===== config.mk =====
export PLATFORM = sky130hd
export DESIGN_NAME = uart_rx_fifo_param_flat
export DESIGN_NICKNAME = d
export VERILOG_FILES = /design/src/rtl/uart_rx_fifo_param_if.sv /design/src/rtl/uart_rx_fifo_param.sv /design/src/flat_wrapper.sv
export SDC_FILE = /design/constraint.sdc
export NUM_CORES = 1
export LEC_CHECK = 0
export CAP_MARGIN = 20
export CORE_ASPECT_RATIO = 0.8
export CORE_MARGIN = 4
export CORE_UTILIZATION = 40
export CTS_BUF_LIST = sky130_fd_sc_hd__clkbuf_2 sky130_fd_sc_hd__clkbuf_4 sky130_fd_sc_hd__clkbuf_8
export DETAILED_ROUTE_END_ITERATION = 12
export PLACE_DENSITY = 0.54
export SLEW_MARGIN = 20
export SYNTH_ARGS = -nofsm -noshare
export SYNTH_HDL_FRONTEND = slang
export SYNTH_SLANG_ARGS = --single-unit

===== constraint.sdc =====
create_clock -name clk -period 3.2 [get_ports clk]
set_input_delay 0.8 -clock clk [delete_from_list [all_inputs] [get_ports clk]]
set_output_delay 0.8 -clock clk [all_outputs]
set_load 0.05 [all_outputs]

===== src/rtl/uart_rx_fifo_param_if.sv =====
// uart_rx_fifo_param_if: receive-side valid/ready bus carrying the FIFO head entry.
//   rx_data, rx_valid, parity_error, framing_error : producer -> consumer
//   rx_ready                                        : consumer -> producer
interface uart_rx_fifo_param_if #(parameter int DATA_BITS = 8);
  logic [DATA_BITS-1:0] rx_data;
  logic rx_valid;
  logic rx_ready;
  logic parity_error;
  logic framing_error;
  modport master(output rx_data, rx_valid, parity_error, framing_error, input rx_ready);
  modport slave(input rx_data, rx_valid, parity_error, framing_error, output rx_ready);
endinterface


===== src/rtl/uart_rx_fifo_param.sv =====
// uart_rx_fifo_param: parametrised UART receiver with a frame FIFO on a valid/ready bus.
//   clk     : system clock, rising edge
//   nRst    : asynchronous active-low reset
//   enable  : receiver enable; low forces the FSM idle, the FIFO keeps working
//   Rx      : asynchronous serial line, idle high
//   rx      : head entry bus (data, valid, ready, parity/framing error flags)
//   overrun : sticky, a frame was dropped on a full FIFO; cleared by the next pop
//   busy    : receiver FSM not idle
module uart_rx_fifo_param #(
  parameter int CLOCK_FREQ  = 50000000,
  parameter int BAUD_RATE   = 9600,
  parameter int DATA_BITS   = 8,
  parameter int PARITY_MODE = 2,
  parameter int STOP_BITS   = 1,
  parameter int FIFO_DEPTH  = 4
) (
  input  logic clk,
  input  logic nRst,
  input  logic enable,
  input  logic Rx,
  uart_rx_fifo_param_if.master rx,
  output logic overrun,
  output logic busy
);
  localparam int DIV  = CLOCK_FREQ / BAUD_RATE;
  localparam int HALF = DIV / 2;
  localparam int CW   = DIV > 1 ? $clog2(DIV) : 1;
  localparam int AW   = $clog2(FIFO_DEPTH);
  localparam int EW   = DATA_BITS + 2;
  typedef enum logic [2:0] {IDLE, START, DATA, PARITY, STOP} state_t;
  state_t state, state_n;
  logic s1, rxs;
  logic [CW-1:0] cnt, cnt_n;
  logic [3:0] bidx, bidx_n;
  logic [DATA_BITS-1:0] sh, sh_n;
  logic pe, pe_n, fe, fe_n, push, tick, full, do_pop, do_push;
  logic [EW-1:0] mem [FIFO_DEPTH];
  logic [EW-1:0] din, head;
  logic [AW-1:0] rptr, wptr;
  logic [AW:0] count;
  always_ff @(posedge clk or negedge nRst)
    if (!nRst) {s1, rxs} <= 2'b11;
    else {s1, rxs} <= {Rx, s1};
  always_ff @(posedge clk or negedge nRst)
    if (!nRst) begin
      state <= IDLE;
      cnt   <= '0;
      bidx  <= '0;
      sh    <= '0;
      pe    <= 1'b0;
      fe    <= 1'b0;
    end else begin
      state <= state_n;
      cnt   <= cnt_n;
      bidx  <= bidx_n;
      sh    <= sh_n;
      pe    <= pe_n;
      fe    <= fe_n;
    end
  assign tick = cnt == CW'(DIV - 1);
  always_comb begin
    state_n = state;
    cnt_n   = cnt + 1'b1;
    bidx_n  = bidx;
    sh_n    = sh;
    pe_n    = pe;
    fe_n    = fe;
    push    = 1'b0;
    case (state)
      IDLE: begin
        cnt_n  = '0;
        bidx_n = '0;
        pe_n   = 1'b0;
        fe_n   = 1'b0;
        state_n = rxs ? IDLE : START;
      end
      START: if (cnt == CW'(HALF - 1)) begin
        cnt_n   = '0;
        state_n = rxs ? IDLE : DATA;
      end
      DATA: if (tick) begin
        cnt_n  = '0;
        sh_n   = {rxs, sh[DATA_BITS-1:1]};
        bidx_n = bidx + 1'b1;
        if (bidx == 4'(DATA_BITS - 1)) begin
          bidx_n  = '0;
          state_n = PARITY_MODE != 0 ? PARITY : STOP;
        end
      end
      // odd mode flags an even total, even mode flags an odd total
      PARITY: if (tick) begin
        cnt_n   = '0;
        pe_n    = (^sh) ^ rxs ^ (PARITY_MODE == 1);
        state_n = STOP;
      end
      STOP: if (tick) begin
        cnt_n  = '0;
        fe_n   = fe | ~rxs;
        bidx_n = bidx + 1'b1;
        if (bidx == 4'(STOP_BITS - 1)) begin
          push    = 1'b1;
          state_n = IDLE;
        end
      end
      default: state_n = IDLE;
    endcase
    if (!enable) begin
      state_n = IDLE;
      cnt_n   = '0;
      bidx_n  = '0;
      sh_n    = '0;
      push    = 1'b0;
    end
  end
  // the final stop sample is folded in directly since fe only updates on this edge
  assign din     = {sh, pe, fe | ~rxs};
  assign full    = count == (AW+1)'(FIFO_DEPTH);
  assign do_pop  = rx.rx_ready && count != 0;
  assign do_push = push && (!full || do_pop);
  always_ff @(posedge clk)
    if (do_push) mem[wptr] <= din;
  // head is registered so it holds the last shown entry once the FIFO drains
  always_ff @(posedge clk or negedge nRst)
    if (!nRst) begin
      rptr    <= '0;
      wptr    <= '0;
      count   <= '0;
      head    <= '0;
      overrun <= 1'b0;
    end else begin
      rptr  <= rptr + AW'(do_pop);
      wptr  <= wptr + AW'(do_push);
      count <= count + (AW+1)'(do_push) - (AW+1)'(do_pop);
      if (push && full && !do_pop) overrun <= 1'b1;
      else if (do_pop) overrun <= 1'b0;
      if (do_pop && count > (AW+1)'(1)) head <= mem[AW'(rptr + 1'b1)];
      else if (do_push && (count == 0 || (do_pop && count == (AW+1)'(1)))) head <= din;
    end
  assign rx.rx_data       = head[EW-1:2];
  assign rx.parity_error  = head[1];
  assign rx.framing_error = head[0];
  assign rx.rx_valid      = count != 0;
  assign busy             = state != IDLE;
endmodule


===== src/flat_wrapper.sv =====
// flat-port wrapper written by rule: the top's interface ports become plain ports
module uart_rx_fifo_param_flat 
#(
  parameter int CLOCK_FREQ  = 50000000,
  parameter int BAUD_RATE   = 9600,
  parameter int DATA_BITS   = 8,
  parameter int PARITY_MODE = 2,
  parameter int STOP_BITS   = 1,
  parameter int FIFO_DEPTH  = 4
)
  (clk, nRst, enable, Rx, overrun, busy, rx_rx_data, rx_rx_valid, rx_parity_error, rx_framing_error, rx_rx_ready);
  uart_rx_fifo_param_if #(.DATA_BITS(DATA_BITS)) rx_i ();
  input  logic clk;
  input  logic nRst;
  input  logic enable;
  input  logic Rx;
  output logic overrun;
  output logic busy;
  output wire logic [$bits(rx_i.rx_data)-1:0] rx_rx_data;
  output wire logic [$bits(rx_i.rx_valid)-1:0] rx_rx_valid;
  output wire logic [$bits(rx_i.parity_error)-1:0] rx_parity_error;
  output wire logic [$bits(rx_i.framing_error)-1:0] rx_framing_error;
  input wire logic [$bits(rx_i.rx_ready)-1:0] rx_rx_ready;
  assign rx_rx_data = rx_i.rx_data;
  assign rx_rx_valid = rx_i.rx_valid;
  assign rx_parity_error = rx_i.parity_error;
  assign rx_framing_error = rx_i.framing_error;
  assign rx_i.rx_ready = rx_rx_ready;
  uart_rx_fifo_param #(.CLOCK_FREQ(CLOCK_FREQ), .BAUD_RATE(BAUD_RATE), .DATA_BITS(DATA_BITS), .PARITY_MODE(PARITY_MODE), .STOP_BITS(STOP_BITS), .FIFO_DEPTH(FIFO_DEPTH)) u_core (.clk(clk), .nRst(nRst), .enable(enable), .Rx(Rx), .rx(rx_i), .overrun(overrun), .busy(busy));
endmodule

# Word level (Yosys, flattened, before mapping)
# Memory sizes are Yosys's and may differ from the RTL's.
# Index checks and enable logic that the tools add are counted.
totals:
  word_cells: 108
  n_memories: 1
  mem_bits_rw: 40
  regBits: 50
op_classes:
  reduce_logical: 27
  order_cmp: 1
  add_sub_neg: 7
  bitwise: 3
  muxes: 36
  n_eq_ne: 20
memory_table:
  columns: ["name", "words", "width", "read_ports", "rd_clocked_by_memory_dff", "write_ports", "line", "rtl"]
  rows:
  - ["u_core.mem", 4, 10, 1, 0, 1, "uart_rx_fifo_param.sv:37", "logic [EW-1:0] mem [FIFO_DEPTH];"]
op_table:
  columns: ["operator", "n"]
  rows:
  - ["$mux 13", 3]
  - ["$pmux 13 s3", 1]
  - ["$mux 8", 3]
  - ["$mux 3", 7]
  - ["$mux 10", 2]
  - ["$ne 3x2->1 const B", 6]
  - ["$mux 4", 4]
  - ["$pmux 3 s5", 1]
  - ["$add 13x1->13 const B", 1]
  - ["$eq 13x12->1 const B", 1]
  - ["$eq 13x13->1 const B", 1]
  - ["$pmux 4 s3", 1]
  - ["$mux 1", 11]
  - ["$ne 2x1->1 const B", 4]
  - ["$reduce_bool 2->1", 4]
  - ["$reduce_xor 8->1", 1]
  - ["$logic_and 1x1->1", 7]
  - ["$eq 3x1->1 const B", 2]
  - ["$eq 3x2->1 const B", 2]
  - ["$eq 3x3->1 const B", 2]
  - ["$logic_not 3->1", 2]
  - ["$reduce_and 2->1", 3]
  - ["$reduce_and 6->1", 1]
  - ["$reduce_bool 3->1", 2]
  - ["other kinds (18)", 22]

# Logic depth before layout (Yosys ltp)
depth:
  word_depth: 9
  ltp_mapped: 11
  depth_no_buf: 10

# Worst setup path after synthesis
# OpenSTA, ideal clock, no wires.
synth_timing:
  path_kind: "reg2reg"
  startpoint: "register u_core.cnt[0]"
  endpoint: "memory u_core.mem[0][0] (netlist name), enable pin"
  setup_ns: 0.390
  synth_period_minus_slack_ns: 2.708
  arrival_ns: 2.318
  setup_slack_ns: 0.492
  path_stages_with_launch: 8
  path_cell_list: "dfrtp_1 -> ha_1 -> and4_1 -> clkbuf_1 -> nand4_1 -> or3_1 -> buf_2 -> nor3_1"
synth_via:
  elab_chain_cells: 7
synth_lines:
  columns: ["item", "line", "rtl"]
  rows:
  - ["start, declared", "uart_rx_fifo_param.sv:33", "logic [CW-1:0] cnt, cnt_n;"]
  - ["start signal, assigned", "uart_rx_fifo_param.sv:54", "cnt <= cnt_n;"]
  - ["$eq 13x13->1", "uart_rx_fifo_param.sv:60", "assign tick = cnt == CW'(DIV - 1);"]
  - ["$mux 1", "uart_rx_fifo_param.sv:96", "STOP: if (tick) begin"]
  - ["$mux 1", "uart_rx_fifo_param.sv:69", "case (state)"]
  - ["$mux 1", "uart_rx_fifo_param.sv:107", "if (!enable) begin"]
  - ["$logic_and 1x1->1", "uart_rx_fifo_param.sv:119", "assign do_push = push && (!full || do_pop);"]
  - ["$mux 1", "uart_rx_fifo_param.sv:121", "if (do_push) mem[wptr] <= din;"]
  - ["$mux 1 (implied by the code)", "uart_rx_fifo_param.sv:121", null]
  - ["end, declared", "uart_rx_fifo_param.sv:37", null]
# Every way passes these cells.

# Worst setup path after layout
layout_timing:
  startpoint: "register u_core.state[0]"
  endpoint: "output port busy"
layout_via:
  elab_chain_cells: 1
layout_lines:
  columns: ["item", "line", "rtl"]
  rows:
  - ["start, declared", "uart_rx_fifo_param.sv:31", "state_t state, state_n;"]
  - ["start signal, assigned", "uart_rx_fifo_param.sv:53", "state <= state_n;"]
  - ["$reduce_bool 3->1", "uart_rx_fifo_param.sv:143", "assign busy = state != IDLE;"]
  - ["end, declared", "flat_wrapper.sv:18", "output logic busy;"]
# Every way passes these cells.

==> results by group <==
Global routing
  – Global-route wire length before repair: 15,400 µm
  – Initial antenna violation count: 0
  – Largest net degree at the start of global routing: 25
  – Vias in the first global route: 2,731
  – Remaining Overflow, GRT: 0
  – GR Util All Layers: 0.162

Finish
  – Ant. Diodes: 0
  – Layout area overhead: 13.8%
  – Filler Cell Count: 936
  – Final Instance Area: 4870 µm²
  – Share of layout cells above drive strength 1: 0.150
  – Fin nets: 390

Hold path
  – Hold EP: u_core.rxs
  – Hold Path Class: reg2reg
  – Worst hold path depth: 0
  – Hold Path Origin: u_core.s1

Clock network
  – Clk sinks: 90
  – Clock Latency Late Sink: 0.37 ns
  – H-tree levels: 3
  – Setup bufs post-CTS: 0
  – Post-CTS Hold Buffers: 0
  – CTS tree: built
  – Post-cts resize count: 0
  – Inserted Clock Buffers: 9
  – Clk slew on worst S/H paths: 0.08 ns
  – Clock Root Buffer: clkbuf_8
  – Clock tree buffer depth: 2

Floorplan
  – Die ar.: 12,400 µm²
  – Starting density of the core: 0.413
  – Number of I/O pins: 18
  – Die X: 124 µm
  – Row cnt: 33
  – Core ar.: 10,400 µm²
  – Die height: 100 µm

Placed design
  – HPWL after detailed placement: 6190 µm
  – DP Area: 4690 µm²
  – Final estimated routing congestion in global placement: 0.835
  – Buffers added on ports: 17

Timing
  – Worst-Margin Slew: 0.693 ns
  – Setup TNS: 0 ns
  – Headroom to the max-slew limit: 0.538
  – Fmax: 348 MHz
  – Final setup fails: 0
  – Slew Limit Fails: 0
  – Post-Route Skew: 0.0147 ns
  – Minimum clock period: 2.87 ns
  – RSZ-0062 raised after global routing: no
  – Final Hold Vio Count: 0
  – Tcrit/Tclk final: 0.897

Critical path
  – Crit path cell chain: or3_1 -> clkdlybuf4s50_1
  – R2R Path Start: u_core.cnt[0]
  – Crit path max fanout: 9
  – Reg2reg end: u_core.count[2]
  – Reg-to-reg setup timing slack: 0.51 ns
  – Crit path DAT: 2.07 ns
  – R2R depth: 9
  – Slowest stage delay, CP: 0.76 ns
  – Crit start category: register
  – Crit-path slowest cell: clkdlybuf4s50_1
  – WP data required: 2.40 ns
  – WS Path Type: reg2out
  – Crit end category: output port

Power
  – Pleak: 1.85 nW
  – PD cells: 626 nW/µm²
  – Worst VDD drop: 0.238 mV

Synthesis
  – YS warnings: 0
  – Post-synth top area cell: dfrtp_1
  – Top-count cell post-synth: dfrtp_1
  – Synth Net Count: 362
  – Main synth FF type: dfrtp_1
  – Share of flip-flops with an asynchronous set or reset: 0.556
  – Sequential area share after synthesis: 0.574
  – Cell Area, Synth: 4280 µm²
  – Commonest cells post-synth: dfrtp_1 (48), edfxtp_1 (40), nor2_1 (27)
  – Post-synth EDFFs: 40
  – Top post-synthesis cells by area: dfrtp_1 (28%), edfxtp_1 (28%), mux4_2 (5.3%)
  – Syn Area/Cell: 12.3 µm²
  – Register bit count reported by yosys: 90
  – Post-synth top area share: 0.281
  – Synth Instances: 347
  – Distinct cells, synth: 52

Detailed routing
  – Residual DRC: 0
  – Post-route ant nets: 0
  – DR iter-0 viols: 272
  – Vias/cell: 5.40
  – Post-DR wirelength/cell: 17.3 µm
  – DRT Wirelength: 8990 µm
  – DRT Pass-1 Iters: 4
  – Vias: 2,809

Run status
  – Status: finished, final reports clean

Run
  – Max Cap Viol: 0
[kinds of logic after synthesis]
family / synth area share
simple gates: 0.161
flops: 0.574
compound gates: 0.0860
buf+inv: 0.0328
xor+xnor: 0.0442
mux: 0.0714
fa+ha+maj: 0.0310
[cells in the final DEF (no fill, tap or decap), types with 3 or more instances in the layout]
cell and instances:
a21o_1 3, a21oi_1 7, a31oi_1 12, and3_1 4, buf_4 21, clkbuf_8 9, clkdlybuf4s50_1 16, dfrtp_1 48
edfxtp_1 40, ha_1 9, inv_1 13, mux2i_1 8, mux4_2 10, nand2_1 12, nand3_1 14, nand4_1 14
nor2_1 27, nor2b_1 3, nor3_1 15, nor3b_1 7, nor4_1 4, o21ai_0 9, o31ai_1 10, or3_1 4
xnor2_1 14, xor2_1 5
[through the flow]
step | util | power, mW | setup slack (ns) | instances | hold slack, ns
2_1_floorplan | - | 2.08 | 0.492 | 347 | 0.345
3_3_place_gp | 0.452 | 2.35 | 0.258 | 504 | 0.346
3_5_place_dp | 0.452 | 2.36 | 0.234 | 504 | 0.348
4_1_cts | 0.470 | 3.09 | 0.314 | 520 | 0.361
5_1_grt | 0.470 | 3.22 | 0.241 | 520 | 0.367
6_report | 0.470 | 3.05 | 0.328 | 520 | 0.359
[state kept, by name, summed over array words and instances (netlist names), 2 cells and up]
name          flops
u_core.bidx       4
u_core.cnt       13
u_core.count      3
u_core.head      10
u_core.mem       40
u_core.rptr       2
u_core.sh         8
u_core.state      3
u_core.wptr       2
[area by class of cell]
class	instances	area (µm²)	area share
well taps	140	175	0.0360
multi-input cells	222	1680	0.346
repair buffers	38	323	0.0663
flip-flops and latches	90	2450	0.504
clock buffers	10	131	0.0270
clock inverters	6	50.0	0.0103
inverters	14	52.6	0.0108
[worst max-delay path: cells and delay by family, from the launching register on]
kind | cells | cell delay, ns
buffers and inverters | 1 | 0.76
and+or+nand+nor | 1 | 0.49
DFF | 1 | 0.46
[report_power, final]
group,internal (mW),switching [mW]
combinational,0.363,0.519
sequential,1.30,0.135
clock,0.299,0.430
total,1.96,1.08
[worst max-delay path by stage]
stage                          from               end  slack, ns  cells after the start
floorplan             u_core.cnt[0]  u_core.mem[0][0]       0.49                      7
global placement             enable   u_core.count[2]       0.26                      8
detailed placement           enable   u_core.count[2]       0.23                      8
CTS                 u_core.state[0]              busy       0.31                      2
global route        u_core.state[0]              busy       0.24                      2
finish              u_core.state[0]              busy       0.33                      2
[layer usage]
layer | part of all wire | GRT usage | wire length, µm | up-vias
li1 | - | - | - | 1353
met1 | 0.52 | 0.260 | 4630 | 1385
met2 | 0.41 | 0.209 | 3680 | 60
met3 | 0.064 | 0.0460 | 575 | 11
met4 | 0.012 | 0.0494 | 110 | 0
met5 | 0 | 0 | 0 | -
Power figures use the tool's default switching activity.
